<file path="config.mk">
export PLATFORM = sky130hd
export DESIGN_NAME = mc_controller
export DESIGN_NICKNAME = d
export VERILOG_FILES = /design/src/rtl/mc_controller.sv
export SDC_FILE = /design/constraint.sdc
export NUM_CORES = 1
export LEC_CHECK = 0
export ABC_AREA = 0
export CAP_MARGIN = 40
export CORE_MARGIN = 2
export CORE_UTILIZATION = 38
export CTS_CLUSTER_SIZE = 28
export DETAILED_ROUTE_END_ITERATION = 6
export PLACE_DENSITY = 0.8
export SLEW_MARGIN = 0
export SYNTH_ARGS = -nofsm -noshare
export SYNTH_HDL_FRONTEND = slang
export SYNTH_SLANG_ARGS = --single-unit
</file>
<file path="constraint.sdc">
create_clock -name clk -period 3.05 [get_ports clk]
set_clock_uncertainty 0.1 [all_clocks]
set_input_delay 0.4575 -clock clk [delete_from_list [all_inputs] [get_ports clk]]
set_output_delay 0.4575 -clock clk [all_outputs]
set_load 0.02 [all_outputs]
</file>
<file path="src/rtl/mc_controller.sv">
// Multicycle RISC-V control unit: Moore state machine plus ALU and immediate decoders.
// Optional jal support is enabled by defining MC_CONTROLLER_JAL_EN.
module mc_controller (
  input  logic       clk,
  input  logic       reset,
  input  logic [6:0] op,
  input  logic [2:0] funct3,
  input  logic       funct7b5,
  input  logic       Zero,
  output logic       PCWrite,
  output logic       AdrSrc,
  output logic       MemWrite,
  output logic       IRWrite,
  output logic [1:0] ResultSrc,
  output logic [1:0] ALUSrcA,
  output logic [1:0] ALUSrcB,
  output logic       RegWrite,
  output logic [1:0] ImmSrc,
  output logic [1:0] ALUControl,
  output logic [3:0] state
);

  typedef enum logic [3:0] {
    FETCH    = 4'd0,
    DECODE   = 4'd1,
    MEMADR   = 4'd2,
    MEMREAD  = 4'd3,
    MEMWB    = 4'd4,
    MEMWRITE = 4'd5,
    EXECUTER = 4'd6,
    ALUWB    = 4'd7,
    EXECUTEI = 4'd8,
    JAL      = 4'd9,
    BEQ      = 4'd10
  } state_t;

  localparam logic [6:0] OP_LW  = 7'b0000011;
  localparam logic [6:0] OP_SW  = 7'b0100011;
  localparam logic [6:0] OP_R   = 7'b0110011;
  localparam logic [6:0] OP_I   = 7'b0010011;
  localparam logic [6:0] OP_BEQ = 7'b1100011;
  localparam logic [6:0] OP_JAL = 7'b1101111;

  state_t     st;
  logic [1:0] alu_op;
  logic       pc_upd, mem_wr, ir_wr, reg_wr;

  assign state = st;

  always_ff @(posedge clk or posedge reset) begin
    if (reset) st <= FETCH;
    else begin
      case (st)
        FETCH:  st <= DECODE;
        DECODE: begin
          case (op)
            OP_LW, OP_SW: st <= MEMADR;
            OP_R:         st <= EXECUTER;
            OP_I:         st <= EXECUTEI;
            OP_BEQ:       st <= BEQ;
`ifdef MC_CONTROLLER_JAL_EN
            OP_JAL:       st <= JAL;
`endif
            default:      st <= FETCH;
          endcase
        end
        MEMADR:   st <= (op == OP_LW) ? MEMREAD : MEMWRITE;
        MEMREAD:  st <= MEMWB;
        EXECUTER: st <= ALUWB;
        EXECUTEI: st <= ALUWB;
`ifdef MC_CONTROLLER_JAL_EN
        JAL:      st <= ALUWB;
`endif
        default:  st <= FETCH;
      endcase
    end
  end

  // Outputs decode from the state register alone, except BEQ's PCWrite which tracks Zero.
  always_comb begin
    pc_upd    = 1'b0;
    AdrSrc    = 1'b0;
    mem_wr    = 1'b0;
    ir_wr     = 1'b0;
    ResultSrc = 2'b00;
    ALUSrcA   = 2'b00;
    ALUSrcB   = 2'b00;
    reg_wr    = 1'b0;
    alu_op    = 2'b00;
    case (st)
      FETCH: begin
        ir_wr     = 1'b1;
        pc_upd    = 1'b1;
        ALUSrcB   = 2'b10;
        ResultSrc = 2'b10;
      end
      DECODE: begin
        ALUSrcA = 2'b01;
        ALUSrcB = 2'b01;
      end
      MEMADR: begin
        ALUSrcA = 2'b10;
        ALUSrcB = 2'b01;
      end
      MEMREAD:  AdrSrc = 1'b1;
      MEMWB: begin
        ResultSrc = 2'b01;
        reg_wr    = 1'b1;
      end
      MEMWRITE: begin
        AdrSrc = 1'b1;
        mem_wr = 1'b1;
      end
      EXECUTER: begin
        ALUSrcA = 2'b10;
        alu_op  = 2'b10;
      end
      EXECUTEI: begin
        ALUSrcA = 2'b10;
        ALUSrcB = 2'b01;
        alu_op  = 2'b10;
      end
      ALUWB:    reg_wr = 1'b1;
`ifdef MC_CONTROLLER_JAL_EN
      JAL: begin
        ALUSrcA = 2'b01;
        ALUSrcB = 2'b10;
        pc_upd  = 1'b1;
      end
`endif
      BEQ: begin
        ALUSrcA = 2'b10;
        alu_op  = 2'b01;
        pc_upd  = Zero;
      end
      default: ;
    endcase
  end

  // Reset gates only the write strobes; the state register already reads FETCH.
  assign PCWrite  = pc_upd & ~reset;
  assign MemWrite = mem_wr & ~reset;
  assign IRWrite  = ir_wr  & ~reset;
  assign RegWrite = reg_wr & ~reset;

  always_comb begin
    ALUControl = 2'b00;
    case (alu_op)
      2'b01: ALUControl = 2'b01;
      2'b10: begin
        case (funct3)
          3'b000:  ALUControl = (op[5] & funct7b5) ? 2'b01 : 2'b00;
          3'b111:  ALUControl = 2'b10;
          3'b110:  ALUControl = 2'b11;
          default: ALUControl = 2'b00;
        endcase
      end
      default: ALUControl = 2'b00;
    endcase
  end

  always_comb begin
    case (op)
      OP_SW:   ImmSrc = 2'b01;
      OP_BEQ:  ImmSrc = 2'b10;
`ifdef MC_CONTROLLER_JAL_EN
      OP_JAL:  ImmSrc = 2'b11;
`endif
      default: ImmSrc = 2'b00;
    endcase
  end

endmodule

</file>
======== Yosys cells after proc, flatten, opt, wreduce, memory -nomap -nowiden ========
Cells that the tools add are included.
word-level totals
  output and inout port bits .............. 19
  input bits .............................. 14
  register bits ........................... 4
cells by class
  reduce and logical (&&, ||, !) cells .... 8
  muxes and demuxes ....................... 16
  bitwise gates (word level) .............. 6
  eq/ne operators ......................... 18
operators by type and width
  operator                                                          number
  2-bit one-hot mux with 2 select lines                             6
  4-bit one-hot mux with 5 select lines                             1
  4-bit by 3-bit == test with 1-bit output (second input constant)  4
  4-bit one-hot mux with 4 select lines                             1
  7-bit by 6-bit == test with 1-bit output (second input constant)  2
  4-bit by 2-bit == test with 1-bit output (second input constant)  2
  4-bit == test (second input constant)                             2
  2-bit OR reduction                                                4
  7-bit by 2-bit == test with 1-bit output (second input constant)  1
  7-bit by 5-bit == test with 1-bit output (second input constant)  1
  7-bit == test (second input constant)                             1
  3-bit == test (second input constant)                             2
  2-bit one-hot mux with 3 select lines                             1
  1-bit AND                                                         5
  1-bit 2-to-1 mux                                                  5
  4-bit by 1-bit == test with 1-bit output (second input constant)  1
  4-bit logical NOT                                                 1
  4-bit OR reduction                                                1
  3-bit logical NOT                                                 1
  3-bit 2-to-1 mux                                                  1
  3-bit OR reduction                                                1
  2-bit by 1-bit == test with 1-bit output (second input constant)  1
  2-bit == test (second input constant)                             1
  1-bit one-hot mux with 2 select lines                             1
  1-bit NOT                                                         1

======== Longest topological paths before layout ========
  depth in word-level cells ............... 5
  mapped depth ............................ 8
  mapped depth without buffers ............ 7

======== Worst setup path before layout ========
No wires, ideal clock.
  path type ............................... register to output
  start point ............................. register st[1] (netlist: state[1])
  end point ............................... output port ALUControl[0]
  arrival ................................. 1801 ps
  setup slack ............................. 691 ps
  path buffers ............................ 0
  stages on the path, launching flop included .. 8
  cells stage by stage .................... dfrtp_1 > or3b_1 > a21o_1 > inv_1 > ha_1 > nor2b_1 > o21ai_0 > a21oi_1
on the way
  word-level cells in the longest chain between the ends .. 5
ends and longest elaborated chain
  what                                                                              RTL line  RTL
  start: declaration                                                                44        state_t st;
  start signal: assignment                                                          67        MEMADR: st <= (op == OP_LW) ? MEMREAD : MEMWRITE;
  4-bit == test / 4-bit by 3-bit == test with 1-bit output (equally long branches)  90        case (st)
  2-bit OR reduction (no source line)                                               --
  2-bit one-hot mux with 2 select lines (*)                                         90
  2-bit == test / 2-bit by 1-bit == test with 1-bit output (equally long branches)  148       case (alu_op)
  2-bit one-hot mux with 2 select lines (*)                                         148
  end: declaration                                                                  19        output logic [1:0] ALUControl,
Mark *: on every way between the ends. The rest lies on a longest branch, timed or not.

======== Final worst setup path ========
  start point ............................. register st[3] (netlist: state[3])
  end point ............................... output port ALUControl[1]
Same word-level chain as after synthesis.

==> impl_summary.log <==
[metrics] status: complete, no violations
[metrics] met2 demand-to-capacity share in global routing: around 26%
[metrics] most frequent cells in the layout: clkdlybuf4s50_1 (31), inv_1 (6), nor2_1 (5)
[metrics] cell area power density: 437 nW/um^2
[metrics] nature of the critical path startpoint: flip-flop
[metrics] distinct cell type count of the synthesized netlist: 35
[metrics] syn_area_per_cell: 7.73 sq um
[metrics] leakage power figure: 0.000370 uW
[metrics] endpoint of the lowest-slack register-to-register path: state[1]
[metrics] number of vias per cell after detailed routing: 5.10
[metrics] final critical-path share of the clock period: 92.9%
[metrics] gr usage total: 15.8%
[metrics] total iterations of the first detailed-routing run: 4
[metrics] number of stages on the worst setup path: 6
[metrics] number of sinks on the clock net: 4
[metrics] final slew viol count: 0
[metrics] GR Overflow Total: 0
[metrics] Antenna Violating Nets Remaining: 0
[metrics] last weighted congestion value of the routability-driven placer: 0.751
[metrics] Post-Synthesis Cells: 67
[metrics] Root Buffer Master: clkbuf_4
[metrics] Die Span Y: 40.9 um
[metrics] antenna cell count: 0
[metrics] final hold violations: 0
[metrics] number of buffers inserted by port buffering: 32
[metrics] final routed wire length divided by cell count: 10.7 um
[metrics] signed area change from the synthesized netlist to the final layout: 68.1%
[metrics] slowest CP cell: clkdlybuf4s50_1
[metrics] most frequent standard cell in the layout excluding fill and tap cells: clkdlybuf4s50_1
[metrics] Setup Total Neg Slack: 0 ns
[metrics] peak-usage layer in the global routing report: met2
[metrics] top cell family by delay on the critical path: buffers and inverters
[metrics] crit path cell chain: or3b_1, a21o_1, inv_1, ha_1, and3b_1, clkdlybuf4s50_1
[metrics] final setup fails: 0
[metrics] number of cells traversed by the worst register-to-register path: 3
[metrics] # Max-Cap Violations: 0
[metrics] Largest register FFs: 4
[metrics] FF+latch count, synth: 4
[metrics] clock tree from TritonCTS: done
[metrics] maximum clock rate: 353 MHz
[metrics] total wire length after detailed routing: roughly 1200 um
[metrics] post-cts repair resize count: 0
[metrics] iteration-0 DRC count of the detailed router: 7
[metrics] CP Capture Point: ALUControl[1]
[metrics] layout net count: 118
[metrics] share of final-layout standard cells stronger than drive strength 1: 9.00%
[metrics] detailed-route via count: 587
[metrics] final worst path period need: 2.83 ns
[metrics] highest fanout seen on the critical path: 5
[metrics] worst setup slack for register-to-register paths: 1.63 ns
[metrics] num rows: 13
[metrics] synthesized netlist net count: 83
[metrics] slew at the pin closest to its max-slew limit: 0.416 ns
[metrics] maximum number of pins on one net before global-route repair: 16
[metrics] setup repair after global routing missed its margin: false
[metrics] critical path startpoint: state[3]
[metrics] M3 GR Usage: 3.26%
[metrics] Cell Count, Final, Fillers Out: 115
[metrics] Clk pin slew, worst setup/hold paths: 0.04 ns
[metrics] core box area: 1280 sq um
[metrics] worst min-delay path class: in -> async
[metrics] area of the mapped netlist: approximately 520 sq um
[metrics] total die area: ~1700 sq um
[metrics] number of hold buffers added after CTS: 0
[metrics] number of cells after detailed placement: 112
[metrics] Seq/Total Area, Yosys: 19.3%
[metrics] Buf+Inv Stages, Crit Path: 2
[metrics] TritonCTS Buffers: 3
[metrics] worst IR drop on VDD: 449 uV
[metrics] number of global-route vias before repair: 460
[metrics] met1 global-route usage: between 20% and 30%
[metrics] Critical Path Sink Type: output port
[metrics] data arrival time of the worst path: 2.28 ns
[metrics] worst-case headroom to the max-slew limit: ~72%
[metrics] Remaining DRCs: 0
[metrics] count of pins on the block boundary: 33
[metrics] half-perimeter wire length of the detailed placement result: 961 um
[metrics] Chip Width: 40.9 um
[metrics] data required time of the worst path: around 2.5 ns
[metrics] Initial Util: 40.3%
[metrics] largest stage delay on the critical path: about 0.6 ns
[metrics] Worst Setup Path Type: reg -> out
[metrics] H-Tree Depth: 1
[metrics] global-route wire length before repair: ~1800 um
[metrics] clock tree buffer depth: 2
[metrics] latest clock arrival within the worst-skew pair: between 0.2 and 0.25 ns
[metrics] number of buffers added for setup after CTS: 0
[metrics] initial antenna violation count: 0
[metrics] Total Power: 380 uW
[metrics] source of the worst register-to-register timing path: state[0]
[metrics] warnings from Yosys: 0
-- cell type report --
class	instances	area, sq um
Multi-Input combinational cell	52	362
Inverter	6	22.5
Sequential cell	4	100
Tap cell	15	18.8
Timing Repair Buffer	35	345
Fill cell	136	414
Clock buffer	3	22.5
-- worst register-to-register path: stages (launching register included) --
cell	delay (ns)
dfrtp_1	0.59
nor4b_2	0.36
nand4_1	0.17
o311ai_1	0.11
-- power by group --
part / internal, uW / leakage, uW / switching, uW
Sequential: 60.2 / 0.0000523 / 22.8
Combinational: 124 / 0.000304 / 106
Clock: 44.2 / 0.0000138 / 23.9
Total: 228 / 0.000370 / 153
-- routing by layer --
| metal | share of wire [%] | vias up | routed length, um |
|---|---|---|---|
| met3 | 8.2 | 0 | 101 |
| met1 | 44 | 260 | 537 |
| met2 | 48 | 23 | 595 |
| met4 | 0 | 0 | 0 |
| li1 | - | 304 | - |
| met5 | 0 | - | 0 |
-- synthesized netlist by cell type --
cell type / n / share of area (%)
ha_1: 2 / 4.8
and4bb_2: 1 / 2.4
xor2_1: 1 / 1.7
nor4bb_1: 1 / 1.9
a211oi_1: 1 / 1.4
and3b_1: 1 / 1.7
a21oi_1: 4 / 3.9
or3b_1: 1 / 1.7
inv_1: 6 / 4.3
and4bb_1: 1 / 2.4
and3_1: 1 / 1.2
nand3b_1: 2 / 2.9
a311o_1: 1 / 1.9
nand4_1: 1 / 1.2
o21ai_0: 3 / 2.9
a22oi_1: 1 / 1.4
nor4b_1: 1 / 1.7
buf_2: 3 / 2.9
dfrtp_1: 4 / 19
or2_1: 1 / 1.2
nor4b_2: 1 / 2.9
nand3_1: 2 / 1.9
nand2_1: 4 / 2.9
nor3b_1: 2 / 2.9
nor2b_1: 4 / 4.8
a21o_1: 2 / 2.9
nor4_2: 1 / 2.4
buf_4: 1 / 1.4
nand2b_1: 1 / 1.2
buf_6: 1 / 2.2
nor3_1: 2 / 1.9
nor2_1: 5 / 3.6
and2_1: 2 / 2.4
o311ai_1: 1 / 1.7
xnor2_1: 1 / 1.7
-- metrics by stage --
stage / cell area, sq um / hold slack (ns) / utilization [%] / setup WS, ns
after floorplan: 518 / 0.137 / - / 0.691
after global placement: 846 / 0.523 / 65.8 / 0.373
after detailed placement: 846 / 0.539 / 65.8 / 0.367
after CTS: 868 / 0.353 / 67.6 / 0.0997
after global routing: 871 / 0.368 / 67.8 / 0.0746
final: 871 / 0.352 / 67.8 / 0.216
-- worst min path at each step --
stage / depth (start not counted) / from / slack (ns) / end
after global placement: 2 / state[2] / 0.52 / state[0]
after floorplan: 1 / reset / 0.14 / state[0]
final: 2 / reset / 0.35 / state[0]
after detailed placement: 2 / state[2] / 0.54 / state[0]
after CTS: 2 / reset / 0.35 / state[2]
after global routing: 2 / reset / 0.37 / state[2]
-- kinds of logic after synthesis --
| group | Yosys count | synth area share, % |
|---|---|---|
| compound gates | 13 | 16.2 |
| xor+xnor | 2 | 3.38 |
| fa+ha+maj | 2 | 4.83 |
| buf+inv | 11 | 10.9 |
| flops | 4 | 19.3 |
| simple gates | 35 | 45.4 |
Power figures use the tool's default switching activity.
